<file path="src/rtl/bakery_server.sv">
// Bakery ticket server: hands out tickets and calls holders into a single critical section.
// Latency: take -> WAIT after 1 edge, -> CS one edge later if called; release -> next owner 2 edges later.
// Backpressure: none; illegal requests are dropped with a one-cycle err pulse.
module bakery_server #(
  parameter int TKMSB  = 4,
  parameter int HIPROC = 1,
  parameter int SELMSB = 1
) (
  input  logic              clock_i,
  input  logic              reset_i,
  input  logic [SELMSB:0]   select_i,
  input  logic              take_i,
  input  logic              release_i,
  output logic [HIPROC:0]   grant_o,
  output logic              owner_vld_o,
  output logic [SELMSB:0]   owner_o,
  output logic [TKMSB:0]    serving_o,
  output logic [TKMSB:0]    next_tkt_o,
  output logic [SELMSB:0]   nwait_o,
  output logic              err_o
);

  typedef enum logic [1:0] {ST_IDLE, ST_WAIT, ST_CS} pstate_e;

  localparam int              NPROC  = HIPROC + 1;
  localparam logic [SELMSB:0] MAXSEL = (SELMSB+1)'(HIPROC);
  localparam logic [TKMSB:0]  TK_ONE = (TKMSB+1)'(1);
  localparam logic [SELMSB:0] CNT_ONE = (SELMSB+1)'(1);

  pstate_e         state_q  [NPROC];
  pstate_e         state_d  [NPROC];
  logic [TKMSB:0]  ticket_q [NPROC];
  logic [TKMSB:0]  ticket_d [NPROC];
  logic [TKMSB:0]  next_tkt_q, next_tkt_d;
  logic [TKMSB:0]  serving_q, serving_d;
  logic            err_q, err_d;
  logic [SELMSB:0] sel;

  // Out-of-range selectors fold onto process 0.
  assign sel = (select_i > MAXSEL) ? '0 : select_i;

  // Next state: queue promotion for every process, plus the selected process's request.
  always_comb begin
    state_d    = state_q;
    ticket_d   = ticket_q;
    next_tkt_d = next_tkt_q;
    serving_d  = serving_q;
    err_d      = 1'b0;
    for (int p = 0; p < NPROC; p++) begin
      // A waiting process is called as soon as its ticket comes up, whatever is selected.
      if (state_q[p] == ST_WAIT && ticket_q[p] == serving_q) begin
        state_d[p] = ST_CS;
      end
      if (int'(sel) == p) begin
        case (state_q[p])
          ST_IDLE: begin
            if (take_i) begin
              state_d[p]  = ST_WAIT;
              ticket_d[p] = next_tkt_q;
              next_tkt_d  = next_tkt_q + TK_ONE;
            end
            // Nothing to release from IDLE, even if a take was accepted.
            if (release_i) begin
              err_d = 1'b1;
            end
          end
          ST_WAIT: begin
            if (take_i || release_i) begin
              err_d = 1'b1;
            end
          end
          ST_CS: begin
            // Release wins over a simultaneous take.
            if (release_i) begin
              state_d[p]  = ST_IDLE;
              ticket_d[p] = '0;
              serving_d   = serving_q + TK_ONE;
            end else if (take_i) begin
              err_d = 1'b1;
            end
          end
          default: begin
            state_d[p] = ST_IDLE;
          end
        endcase
      end
    end
  end

  // State, ticket and counter registers with synchronous reset.
  always_ff @(posedge clock_i) begin
    if (reset_i) begin
      for (int p = 0; p < NPROC; p++) begin
        state_q[p]  <= ST_IDLE;
        ticket_q[p] <= '0;
      end
      next_tkt_q <= '0;
      serving_q  <= '0;
      err_q      <= 1'b0;
    end else begin
      state_q    <= state_d;
      ticket_q   <= ticket_d;
      next_tkt_q <= next_tkt_d;
      serving_q  <= serving_d;
      err_q      <= err_d;
    end
  end

  // Status outputs decoded purely from registered state.
  always_comb begin
    grant_o     = '0;
    owner_vld_o = 1'b0;
    owner_o     = '0;
    nwait_o     = '0;
    for (int p = 0; p < NPROC; p++) begin
      if (state_q[p] == ST_CS) begin
        grant_o[p]  = 1'b1;
        owner_vld_o = 1'b1;
        owner_o     = (SELMSB+1)'(p);
      end
      if (state_q[p] == ST_WAIT) begin
        nwait_o = nwait_o + CNT_ONE;
      end
    end
  end

  assign serving_o  = serving_q;
  assign next_tkt_o = next_tkt_q;
  assign err_o      = err_q;

endmodule
</file>
<file path="config.mk">
export PLATFORM = sky130hd
export DESIGN_NAME = bakery_server
export DESIGN_NICKNAME = d
export VERILOG_FILES = /design/src/rtl/bakery_server.sv
export SDC_FILE = /design/constraint.sdc
export NUM_CORES = 1
export LEC_CHECK = 0
export CAP_MARGIN = 30
export CELL_PAD_IN_SITES_DETAIL_PLACEMENT = 1
export CELL_PAD_IN_SITES_GLOBAL_PLACEMENT = 1
export CORE_ASPECT_RATIO = 1.1
export CORE_MARGIN = 2
export CORE_UTILIZATION = 30
export CTS_BUF_LIST = sky130_fd_sc_hd__clkbuf_16
export DETAILED_ROUTE_END_ITERATION = 10
export HOLD_SLACK_MARGIN = 0.06
export PLACE_DENSITY_LB_ADDON = 0.1
export SYNTH_ARGS = -nofsm -noshare
export SYNTH_HDL_FRONTEND = slang
export SYNTH_SLANG_ARGS = --single-unit
</file>
<file path="constraint.sdc">
create_clock -name clock_i -period 1.89 [get_ports clock_i]
set_input_delay 0.378 -clock clock_i [delete_from_list [all_inputs] [get_ports clock_i]]
set_output_delay 0.378 -clock clock_i [all_outputs]
set_load 0.01 [all_outputs]
</file>
==> results of run 1 <==
==> layout make-up <==
type	instances	area share (%)
clock buffers	3	4.158
clock inverters	1	0.2079
inverters	11	2.287
multi-input cells	113	42.34
flip-flops and latches	25	27.93
well taps	54	3.742
repair buffers	39	19.33
==> through the flow <==
stage,hold slack [ns],instances,setup TNS (ns)
3_5_place_dp,0.4616,241,-1.903
6_report,0.4694,246,0
4_1_cts,0.4712,245,0
5_1_grt,0.5007,246,-0.02898
2_1_floorplan,0.4462,155,0
3_3_place_gp,0.4655,241,-1.910
==> per-layer routing <==
| layer | wire length [um] | vias up |
|---|---|---|
| met5 | 0 | - |
| met1 | 1695 | 596 |
| met3 | 125 | 9 |
| met2 | 1918 | 22 |
| met4 | 95 | 0 |
| li1 | - | 621 |
==> flip-flops by register name, indices dropped and copies added (netlist names) <==
| name | cells |
|---|---|
| ticket_q | 10 |
| next_tkt_o | 5 |
| serving_o | 5 |
| state_q | 4 |
| err_o | 1 |
==> worst min path at each step <==
stage                           start     endpoint  slack, ns  cells past startpoint
after floorplan           ticket_q[6]  ticket_q[6]       0.45                      2
after global placement    ticket_q[7]  ticket_q[7]       0.47                      2
after detailed placement  ticket_q[6]  ticket_q[6]       0.46                      2
after CTS                 ticket_q[6]  ticket_q[6]       0.47                      2
after global routing      ticket_q[7]  ticket_q[7]       0.50                      2
final                     ticket_q[6]  ticket_q[6]       0.47                      2
==> worst max-delay path, cell delays in order <==
cell and delay [ns]:
clkdlybuf4s50_1 0.47, nand2b_2 0.19, mux2_4 0.34, or4_1 0.50, a21oi_1 0.15
==> cell families (layout without fill, tap and decap cells) <==
group,count (synthesis),after routing
flip-flops,25,25
multiplexers,6,7
buffers and inverters,18,54
AND/OR/NAND/NOR,57,57
XOR/XNOR,7,7
adder cells (fa/ha/maj),3,3
other,1,1
AO/OA/AOI/OAI,38,38
==> synth_stat cells, types with 2 or more instances <==
library cell	count
or4_1	2
xnor2_1	3
and2_1	4
nand3_1	9
o21ai_0	7
o221ai_1	2
o31ai_1	2
buf_4	2
nand2b_1	8
dfxtp_1	25
a221oi_1	2
mux2i_1	5
or3_2	2
o21a_1	5
a21oi_1	16
and3_1	3
xor2_1	4
clkbuf_1	4
ha_1	3
or3_1	3
nand2_1	5
nor4b_1	2
nor2_1	11
inv_1	11
nor2b_1	3
==> power breakdown <==
part	switching [W]	internal [W]	total, W
clock network	0.000196	0.000284	0.000480
registers	0.0000260	0.000549	0.000575
logic	0.000129	0.000143	0.000272
==> what timing repair did <==
item / 4_1_cts / 5_1_grt
cloned: 0 / 1
gates resized for setup: 6 / 8
buffers inserted: 0 / 0
setup endpoints to repair: 5 / 10
==> cells in the final DEF, fill, tap and decap left out, drive strengths merged, types with 3 or more instances in the layout <==
master         synthesis  routed
nand3                  9       9
clkbuf                 4       3
and2                   4       4
nor2b                  3       3
ha                     3       3
nand2b                 8       8
o21a                   5       5
inv                   11      12
mux2i                  5       5
xnor2                  3       3
or3                    5       5
clkdlybuf4s50          0      19
o21ai                  7       7
xor2                   4       4
a21oi                 16      16
and3                   3       3
nand2                  5       5
nor2                  11      11
dfxtp                 25      25
buf                    3      17
==> summary.md, run 1 <==
| Metric | Value |
|---|---|
| Outcome | `finished, final reports clean` |
| Synthesized area per cell | `between 8 and 9 sq um` |
| Full die area | `approximately 4900 sq um` |
| Sequential-to-total area share from yosys stat | `38.06%` |
| DIE HEIGHT | `between 70 and 80 um` |
| Ys Warns | `0` |
| Via count | `1248` |
| Critical path class | `in -> reg` |
| WP data arrival | `between 2 and 2.5 ns` |
| Area delta synth->final | `37.30%` |
| FF-to-FF setup slack | `about 0.28 ns` |
| Clock Skew | `0.003806 ns` |
| Compound-gate portion of the synthesized area | `18.08%` |
| # IOs | `24` |
| Worst R2R Start | `state_q[2]` |
| Worst hold path class | `reg -> reg` |
| Clock Tree Buf Depth | `2` |
| Nets | `202` |
| Met2 Use GR | `between 20% and 30%` |
| Area after DPL | `~1700 sq um` |
| Synth unique cells | `37` |
| Root buf cell | `clkbuf_16` |
| Fin crit period | `1.831 ns` |
| Fill cells | `approximately 510` |
| Simple-Gate Fraction of Synth Area | `between 20% and 30%` |
| Largest cells by area after synthesis | `dfxtp_1 (38%), a21oi_1 (6.1%), mux2i_1 (3.8%)` |
| # setup viols final | `0` |
| Fin util | `roughly 42%` |
| Clk_lat worst skew | `about 0.26 ns` |
| Area of the multi-input gates | `764.5 sq um` |
| Synth Instances | `155` |
| GRT Util Overall | `roughly 17%` |
| Initial antenna violation count | `0` |
| Post-Syn Nets | `164` |
| Post-synthesis register bit count | `25` |
| ANT nets after route | `0` |
| Overflow after GRT | `0` |
| Clock buffers created by TritonCTS | `3` |
| Pre-CTS setup slack | `-0.2366 ns` |
| Post-Syn Area | `about 1300 sq um` |
| Number of global-route vias before repair | `approximately 1300` |
| Cell Pwr Density | `between 700 and 800 nW/um^2` |
| Post-synth EDFFs | `0` |
| Tot Pwr | `0.001326 W` |
| Crit-path max FO | `5` |
| GPL Wtd Cong | `0.7991` |
| Nature of the critical path startpoint | `primary input` |
| Reg area | `between 500 and 600 sq um` |
| First-pass DRT Iterations | `3` |
| Largest family of logic cells by synthesized area | `simple AND/OR/NAND/NOR gates` |
| Hold Fails Final Rpt | `0` |
| Vias per cell | `between 5 and 6` |
| R2r endpoint | `state_q[2]` |
| Share of the synthesized area in the top cell type | `around two fifths` |
| Worst Setup End Kind | `flip-flop` |
| Die X | `around 67 um` |
| Row cnt | `25` |
| Drt drc | `0` |
| Most Crowded Layer GR | `met2` |
| H-tree depth | `1` |
| CTS Hold Bufs | `0` |
| Initial Utilization | `30.91%` |
| Core area | `around 4300 sq um` |
| WP data required | `2.09 ns` |
| Met3 Track Usage GR | `around 3.7%` |
| Final Cell Area | `between 1500 and 2000 sq um` |
| FFs w/ async S/R, synth | `0%` |
| Unrepaired setup endpoints after global routing | `yes` |
| Mux cell area share after synthesis | `under 10%` |
| Initial DRC Count | `67` |
| Leak Pwr | `around 0.72 nW` |
| Largest net degree at the start of global routing | `22` |
| Setup crit start | `select_i[1]` |
| GR met1 Demand/Resource | `20.34%` |
| CTS tree | `done` |
| Final period util | `between 90% and 100%` |
| Synth Area in XOR/XNOR | `under 10%` |
| Ys flop type | `dfxtp_1` |
| Crit path to | `serving_o[4]` |
| Hpwl dp | `2.784 mm` |
| Clock slew at reported path FFs | `approximately 0.070 ns` |
| Max-cap viol count | `0` |
| N_diodes | `0` |
| Post-synthesis adder-cell area fraction | `2.854%` |
| Synth area leader | `dfxtp_1` |
| Clk sinks | `25` |
| Port Buffer Count | `22` |
| Setup ws final | `between 0.05 and 0.06 ns` |
| R2r worst-path depth | `6` |
| Final WL | `about 3.8 mm` |
| First-pass GRT wire length | `between 6 and 7 mm` |
| Wire per inst | `around 16 um` |
| Max Slew Vio Count | `0` |
| Peak VDD IR | `~0.44 mV` |
| F_max | `~550 MHz` |
| Layout cell share with drive strength beyond 1 | `around 18%` |
Power figures use the tool's default switching activity.
==> run 2: changes to the inputs <==
- CAP_MARGIN: 30 -> unset
- CTS_BUF_LIST: sky130_fd_sc_hd__clkbuf_16 -> sky130_fd_sc_hd__clkbuf_8
==> run 2 against run 1 <==
Effect of this change:
- sequential share of layout area increased by 0.73 points
- clock power is 34% lower
- via count decreased by 0.56%
- flip-flop and latch count stayed put
- register-to-register slack about the same
- wire length shrank 4.7%
- maximum frequency grew 0.60%
- clock-buffer cell count unchanged
- critical path depth is 2 lower
- clock skew fell by 0.0020 ns
- largest cell class unchanged
==> summary.md, run 2 (same netlist as run 1, synthesis figures left out) <==
| Metric | Value |
|---|---|
| Nature of the critical path startpoint | `flip-flop (was primary input)` |
| ANT nets after route | `0 (unchanged)` |
| Most frequent cells in the layout | `dfxtp_1 (22), clkdlybuf4s50_1 (19), buf_4 (17), a21oi_1 (16), inv_1 (12) (unchanged)` |
| Cell-by-cell trace of the critical path | `nand2b_4, inv_1, clkdlybuf4s50_1 (was clkdlybuf4s50_1, nand2b_2, mux2_4, or4_1, a21oi_1)` |
| CP max stage delay | `0.54 ns (was 0.50 ns)` |
| N_diodes | `0 (unchanged)` |
| Port Buffer Count | `22 (unchanged)` |
| Crit-path max FO | `9 (was 5)` |
| Wire per inst | `14.91 um (was 15.59 um)` |
| Hold Fails Final Rpt | `0 (unchanged)` |
| Worst hold path class | `reg -> reg (unchanged)` |
| Largest register FFs | `10 (unchanged)` |
| Fill cells | `505 (unchanged)` |
| CP top delay family | `buffers and inverters (was simple AND/OR/NAND/NOR gates)` |
| GPL Wtd Cong | `0.7991 (unchanged)` |
| Met3 Track Usage GR | `3.216% (was 3.675%)` |
| Fin util | `41.35% (was 42.44%)` |
| Cell Pwr Density | `659.2 nW/um^2 (was 734.7 nW/um^2)` |
| Final Non-Filler Cells | `245 (was 246)` |
| Final Cell Area | `1759 sq um (was 1805 sq um)` |
| Drt drc | `0 (unchanged)` |
| Fin crit period | `1.820 ns (was 1.831 ns)` |
| Core area | `4254 sq um (unchanged)` |
| Most flops, register | `ticket_q (unchanged)` |
| Placed insts | `241 (unchanged)` |
| Max Slew Vio Count | `0 (unchanged)` |
| Clock Skew | `0.001788 ns (was 0.003806 ns)` |
| # IOs | `24 (unchanged)` |
| Overflow after GRT | `0 (unchanged)` |
| First-pass GRT wire length | `6.279 mm (was 6.348 mm)` |
| # setup viols final | `0 (unchanged)` |
| Slowest-stage cell, CP | `clkdlybuf4s50_1 (was or4_1)` |
| Initial Utilization | `30.91% (unchanged)` |
| Layout cell share with drive strength beyond 1 | `16.75% (was 17.71%)` |
| WP data required | `1.51 ns (was 2.09 ns)` |
| Vias per cell | `5.065 (was 5.073)` |
| First-pass DRT Iterations | `4 (was 3)` |
| F_max | `549.5 MHz (was 546.2 MHz)` |
| Critical path class | `reg -> out (was in -> reg)` |
| Leak Pwr | `0.7022 nW (was 0.7209 nW)` |
| Initial DRC Count | `52 (was 67)` |
| Hpwl dp | `2.784 mm (unchanged)` |
| Worst path buffer plus inverter count | `2 (was 1)` |
| Max-cap viol count | `0 (unchanged)` |
| Peak VDD IR | `0.2931 mV (was 0.4406 mV)` |
| Final period util | `96.29% (was 96.87%)` |
| Worst Setup End Kind | `output port (was flip-flop)` |
| Unrepaired setup endpoints after global routing | `no (was yes)` |
| Full die area | `4930 sq um (unchanged)` |
| Row cnt | `25 (unchanged)` |
| Clock buffers created by TritonCTS | `3 (unchanged)` |
| Clock Tree Buf Depth | `2 (unchanged)` |
| Clk sinks | `25 (unchanged)` |
| CTS tree | `done (unchanged)` |
| GRT Util Overall | `16.78% (was 17.29%)` |
| Most common library cell in the layout ignoring fill and taps | `dfxtp_1 (unchanged)` |
| Area after DPL | `1689 sq um (unchanged)` |
| Fin Hold WS | `0.4727 ns (was 0.4694 ns)` |
| Most Crowded Layer GR | `met2 (unchanged)` |
| Nets | `201 (was 202)` |
| Clock slew at reported path FFs | `0.09 ns (was 0.07 ns)` |
| Via count | `1241 (was 1248)` |
| Die X | `67.13 um (unchanged)` |
| Number of global-route vias before repair | `1285 (was 1294)` |
| H-tree depth | `1 (unchanged)` |
| Outcome | `finished, final reports clean (unchanged)` |
| CTS Hold Bufs | `0 (unchanged)` |
| Root buf cell | `clkbuf_8 (was clkbuf_16)` |
| DIE HEIGHT | `73.44 um (unchanged)` |
| Largest net degree at the start of global routing | `22 (unchanged)` |
| Clk_lat worst skew | `0.27 ns (was 0.26 ns)` |
| Final WL | `3.652 mm (was 3.834 mm)` |
| GR met1 Demand/Resource | `20.72% (was 20.34%)` |
| WP data arrival | `1.44 ns (was 2.03 ns)` |
| Met2 Use GR | `28.93% (was 29.48%)` |
| Initial antenna violation count | `0 (unchanged)` |
| Area delta synth->final | `33.78% (was 37.30%)` |
[run 2: final cells by class]
type	instances	area (sq um)	area share [%]
inverter	11	41.29	2.347
tap	54	67.56	3.841
timing repair buffer	39	349.1	19.84
clock inverter	1	3.754	0.2134
clock buffer	3	41.29	2.347
multi-input combinational	112	752.0	42.75
sequential	25	504.2	28.66
[run 2: per-layer routing]
metal	wire, um	vias up	part of all wire, %
met3	123	6	3.4
li1	-	619	-
met5	0	-	0
met1	1649	593	45
met4	65	0	1.8
met2	1814	23	50
[run 2: worst paths after layout]
| check | cells past startpoint | start | slack (ns) | endpoint |
|---|---|---|---|---|
| setup reg to reg | 4 | state_q[2] | 0.29 | serving_o[4] |
| hold / removal | 2 | ticket_q[6] | 0.47 | ticket_q[6] |
| setup / recovery | 3 | state_q[0] | 0.07 | owner_o[0] |
| hold reg to reg | 2 | ticket_q[6] | 0.47 | ticket_q[6] |
[run 2: metrics by stage]
| stage | power (W) | worst slack (ns) | TNS, ns |
|---|---|---|---|
| 2_1_floorplan | 0.0007193 | 0.2561 | 0 |
| 3_3_place_gp | 0.0008430 | -0.2294 | -1.910 |
| 3_5_place_dp | 0.0008494 | -0.2366 | -1.903 |
| 4_1_cts | 0.001173 | 0.01148 | 0 |
| 5_1_grt | 0.001236 | 0.001760 | 0 |
| 6_report | 0.001160 | 0.07017 | 0 |
[run 2: what timing repair did]
action | 4_1_cts | 5_1_grt
gates cloned | 0 | 0
setup buffers | 0 | 0
resized for setup | 8 | 5
endpoints found under the setup margin | 5 | 6
[run 2: worst register-to-register path, cell delays in order (launching register included)]
cell and delay, ns:
dfxtp_2 0.34, nand2b_2 0.23, mux2_4 0.32, or4_1 0.50
a21oi_1 0.15
[run 2: power by group]
group	switching [W]	internal (W)	total (W)
Clock	0.000173	0.000146	0.000319
Combinational	0.000125	0.000141	0.000266
Sequential	0.0000258	0.000549	0.000575
==> run 3: changes to the inputs <==
--- a/constraint.sdc
+++ b/constraint.sdc
@@ -3,2 +3,2 @@
 set_output_delay 0.378 -clock clock_i [all_outputs]
-set_load 0.01 [all_outputs]
+set_load 0.1 [all_outputs]
==> run 3 against run 2 <==
Effect of this change:
- die area did not move
- clock skew barely moved
- flip-flop and latch count did not move
- total power rose by 20%
==> summary.md, run 3 (same netlist as run 1, synthesis figures left out) <==
| Metric | Value |
|---|---|
| Largest register FFs | `10 (unchanged)` |
| # IOs | `24 (unchanged)` |
| Initial DRC Count | `53 (was 52)` |
| Area delta synth->final | `45.19% (was 33.78%)` |
| Peak VDD IR | `0.4847 mV (was 0.2931 mV)` |
| CP top delay family | `flip-flops (was buffers and inverters)` |
| Worst Setup End Kind | `output port (unchanged)` |
| Wl on met1 | `1.685 mm (was 1.649 mm)` |
| Most common library cell in the layout ignoring fill and taps | `dfxtp_1 (unchanged)` |
| Largest net degree at the start of global routing | `22 (unchanged)` |
| Clk_lat worst skew | `0.27 ns (about the same)` |
| Final period util | `95.91% (was 96.29%)` |
| Nature of the critical path startpoint | `flip-flop (unchanged)` |
| Pre-CTS setup slack | `-0.1758 ns (was -0.2366 ns)` |
| GPL Wtd Cong | `0.9180 (was 0.7991)` |
| GRT Util Overall | `16.85% (was 16.78%)` |
| Setup bufs post-CTS | `0 (unchanged)` |
| Initial antenna violation count | `0 (unchanged)` |
| Number of global-route vias before repair | `1295 (was 1285)` |
| Cell Pwr Density | `726.7 nW/um^2 (was 659.2 nW/um^2)` |
| Vias per cell | `4.996 (was 5.065)` |
| Sequential power share | `41.7% (was 49.5%)` |
| WP data required | `1.51 ns (about the same)` |
| CTS Hold Bufs | `0 (unchanged)` |
| H-tree depth | `1 (unchanged)` |
| Fin crit period | `1.813 ns (was 1.820 ns)` |
| Drt drc | `0 (unchanged)` |
| Hold Fails Final Rpt | `0 (unchanged)` |
| Unrepaired setup endpoints after global routing | `no (unchanged)` |
| Switch Pwr | `0.0005044 W (was 0.0003241 W)` |
| Crit-path max FO | `3 (was 9)` |
| First-pass GRT wire length | `6.251 mm (was 6.279 mm)` |
| Overflow after GRT | `0 (unchanged)` |
| Setup ws final | `0.07727 ns (was 0.07017 ns)` |
| Most frequent cells in the layout | `dfxtp_1 (19), buf_4 (17), a21oi_1 (16), buf_12 (16), nor2_1 (11) (was dfxtp_1 (22), clkdlybuf4s50_1 (19), buf_4 (17), a21oi_1 (16), inv_1 (12))` |
| N_diodes | `0 (unchanged)` |
| Clock slew at reported path FFs | `0.09 ns (about the same)` |
| Max Slew Vio Count | `0 (unchanged)` |
| Root buf cell | `clkbuf_8 (unchanged)` |
| DIE HEIGHT | `73.44 um (unchanged)` |
| Clock power share | `23.6% (was 27.5%)` |
| Final WL | `3.726 mm (was 3.652 mm)` |
| Clock Skew | `0.001340 ns (was 0.001788 ns)` |
| Port Buffer Count | `22 (unchanged)` |
| Nets | `200 (was 201)` |
| Outcome | `finished, final reports clean (unchanged)` |
| Wire per inst | `15.27 um (was 14.91 um)` |
| Die X | `67.13 um (unchanged)` |
| CTS tree | `done (unchanged)` |
| Initial Utilization | `30.91% (unchanged)` |
| Top Layer Used | `met4 (unchanged)` |
| CP max stage delay | `0.35 ns (was 0.54 ns)` |
| WP data arrival | `1.43 ns (was 1.44 ns)` |
| Cell-by-cell trace of the critical path | `or2b_4, inv_1, ha_2, buf_12 (was nand2b_4, inv_1, clkdlybuf4s50_1)` |
| Final Non-Filler Cells | `244 (was 245)` |
| Sw Share | `36.35% (was 27.95%)` |
| Worst hold path class | `reg -> reg (unchanged)` |
| Full die area | `4930 sq um (unchanged)` |
| First-pass DRT Iterations | `4 (unchanged)` |
| F_max | `551.7 MHz (was 549.5 MHz)` |
| Row cnt | `25 (unchanged)` |
| Layout cell share with drive strength beyond 1 | `27.37% (was 16.75%)` |
| Clock buffers created by TritonCTS | `3 (unchanged)` |
| # setup viols final | `0 (unchanged)` |
| Slowest-stage cell, CP | `dfxtp_1 (was clkdlybuf4s50_1)` |
| Metal2 WL | `1.816 mm (was 1.814 mm)` |
| Max-cap viol count | `0 (unchanged)` |
| Combinational Power Share | `34.7% (was 23.0%)` |
| Placed insts | `240 (was 241)` |
| Core area | `4254 sq um (unchanged)` |
| ANT nets after route | `0 (unchanged)` |
| Clock Tree Buf Depth | `2 (unchanged)` |
| Leak Pwr | `0.7424 nW (was 0.7022 nW)` |
| WL met3 | `144 um (was 123 um)` |
| Worst path buffer plus inverter count | `2 (unchanged)` |
| Hpwl dp | `2.840 mm (was 2.784 mm)` |
| Fill cells | `525 (was 505)` |
| Clk sinks | `25 (unchanged)` |
| Critical path class | `reg -> out (unchanged)` |
| Power Internal | `0.0008831 W (was 0.0008355 W)` |
| Most flops, register | `ticket_q (unchanged)` |
| Via count | `1219 (was 1241)` |
==> run 3: final cells by class <==
class / count / area [sq um] / share of cell area (%)
Multi-Input combinational cell: 112 / 744.5 / 38.99
Tap cell: 54 / 67.56 / 3.539
Clock inverter: 1 / 5.005 / 0.2621
Timing Repair Buffer: 38 / 498.0 / 26.08
Inverter: 11 / 45.04 / 2.359
Clock buffer: 3 / 41.29 / 2.163
Sequential cell: 25 / 508.0 / 26.61
==> run 3: per-layer routing <==
layer | up-vias | track usage [%]
met3 | 8 | 2.450
li1 | 612 | -
met2 | 25 | 29.59
met4 | 0 | 6.122
met1 | 574 | 20.66
met5 | - | 0
==> run 3: worst paths after layout <==
check	from	endpoint	slack [ns]	cells past startpoint
setup / recovery	state_q[2]	nwait_o[0]	0.08	4
hold reg to reg	ticket_q[6]	ticket_q[6]	0.48	2
setup reg to reg	state_q[1]	serving_o[4]	0.31	4
hold / removal	ticket_q[6]	ticket_q[6]	0.48	2
==> run 3: tightest hold or removal path: stages (launching register included) <==
cell      delay, ns
dfxtp_1        0.32
nand2b_1       0.06
a21oi_1        0.05
==> run 3: through the flow <==
step | TNS [ns] | area (sq um) | hold slack, ns | utilization (%) | power, W
2_1_floorplan | 0 | 1329 | 0.4463 | - | 0.0008885
3_3_place_gp | -1.358 | 1853 | 0.4671 | 43.56 | 0.001065
3_5_place_dp | -1.619 | 1853 | 0.4731 | 43.56 | 0.001071
4_1_cts | 0 | 1902 | 0.4883 | 44.71 | 0.001400
5_1_grt | 0 | 1909 | 0.5124 | 44.88 | 0.001454
6_report | 0 | 1909 | 0.4824 | 44.88 | 0.001387
==> run 3: power groups by stage <==
| stage | sequential, W | clock [W] | combinational (W) |
|---|---|---|---|
| after floorplan | 0.000655 | 0 | 0.000234 |
| after global placement | 0.000589 | 0 | 0.000476 |
| after detailed placement | 0.000590 | 0 | 0.000481 |
| after CTS | 0.000579 | 0.000337 | 0.000484 |
| after global routing | 0.000583 | 0.000359 | 0.000511 |
| final | 0.000578 | 0.000328 | 0.000482 |
==> run 3: timing repair <==
action                     4_1_cts  5_1_grt
cloned                           0        0
setup endpoints to repair        1        4
gates resized for setup          1        2
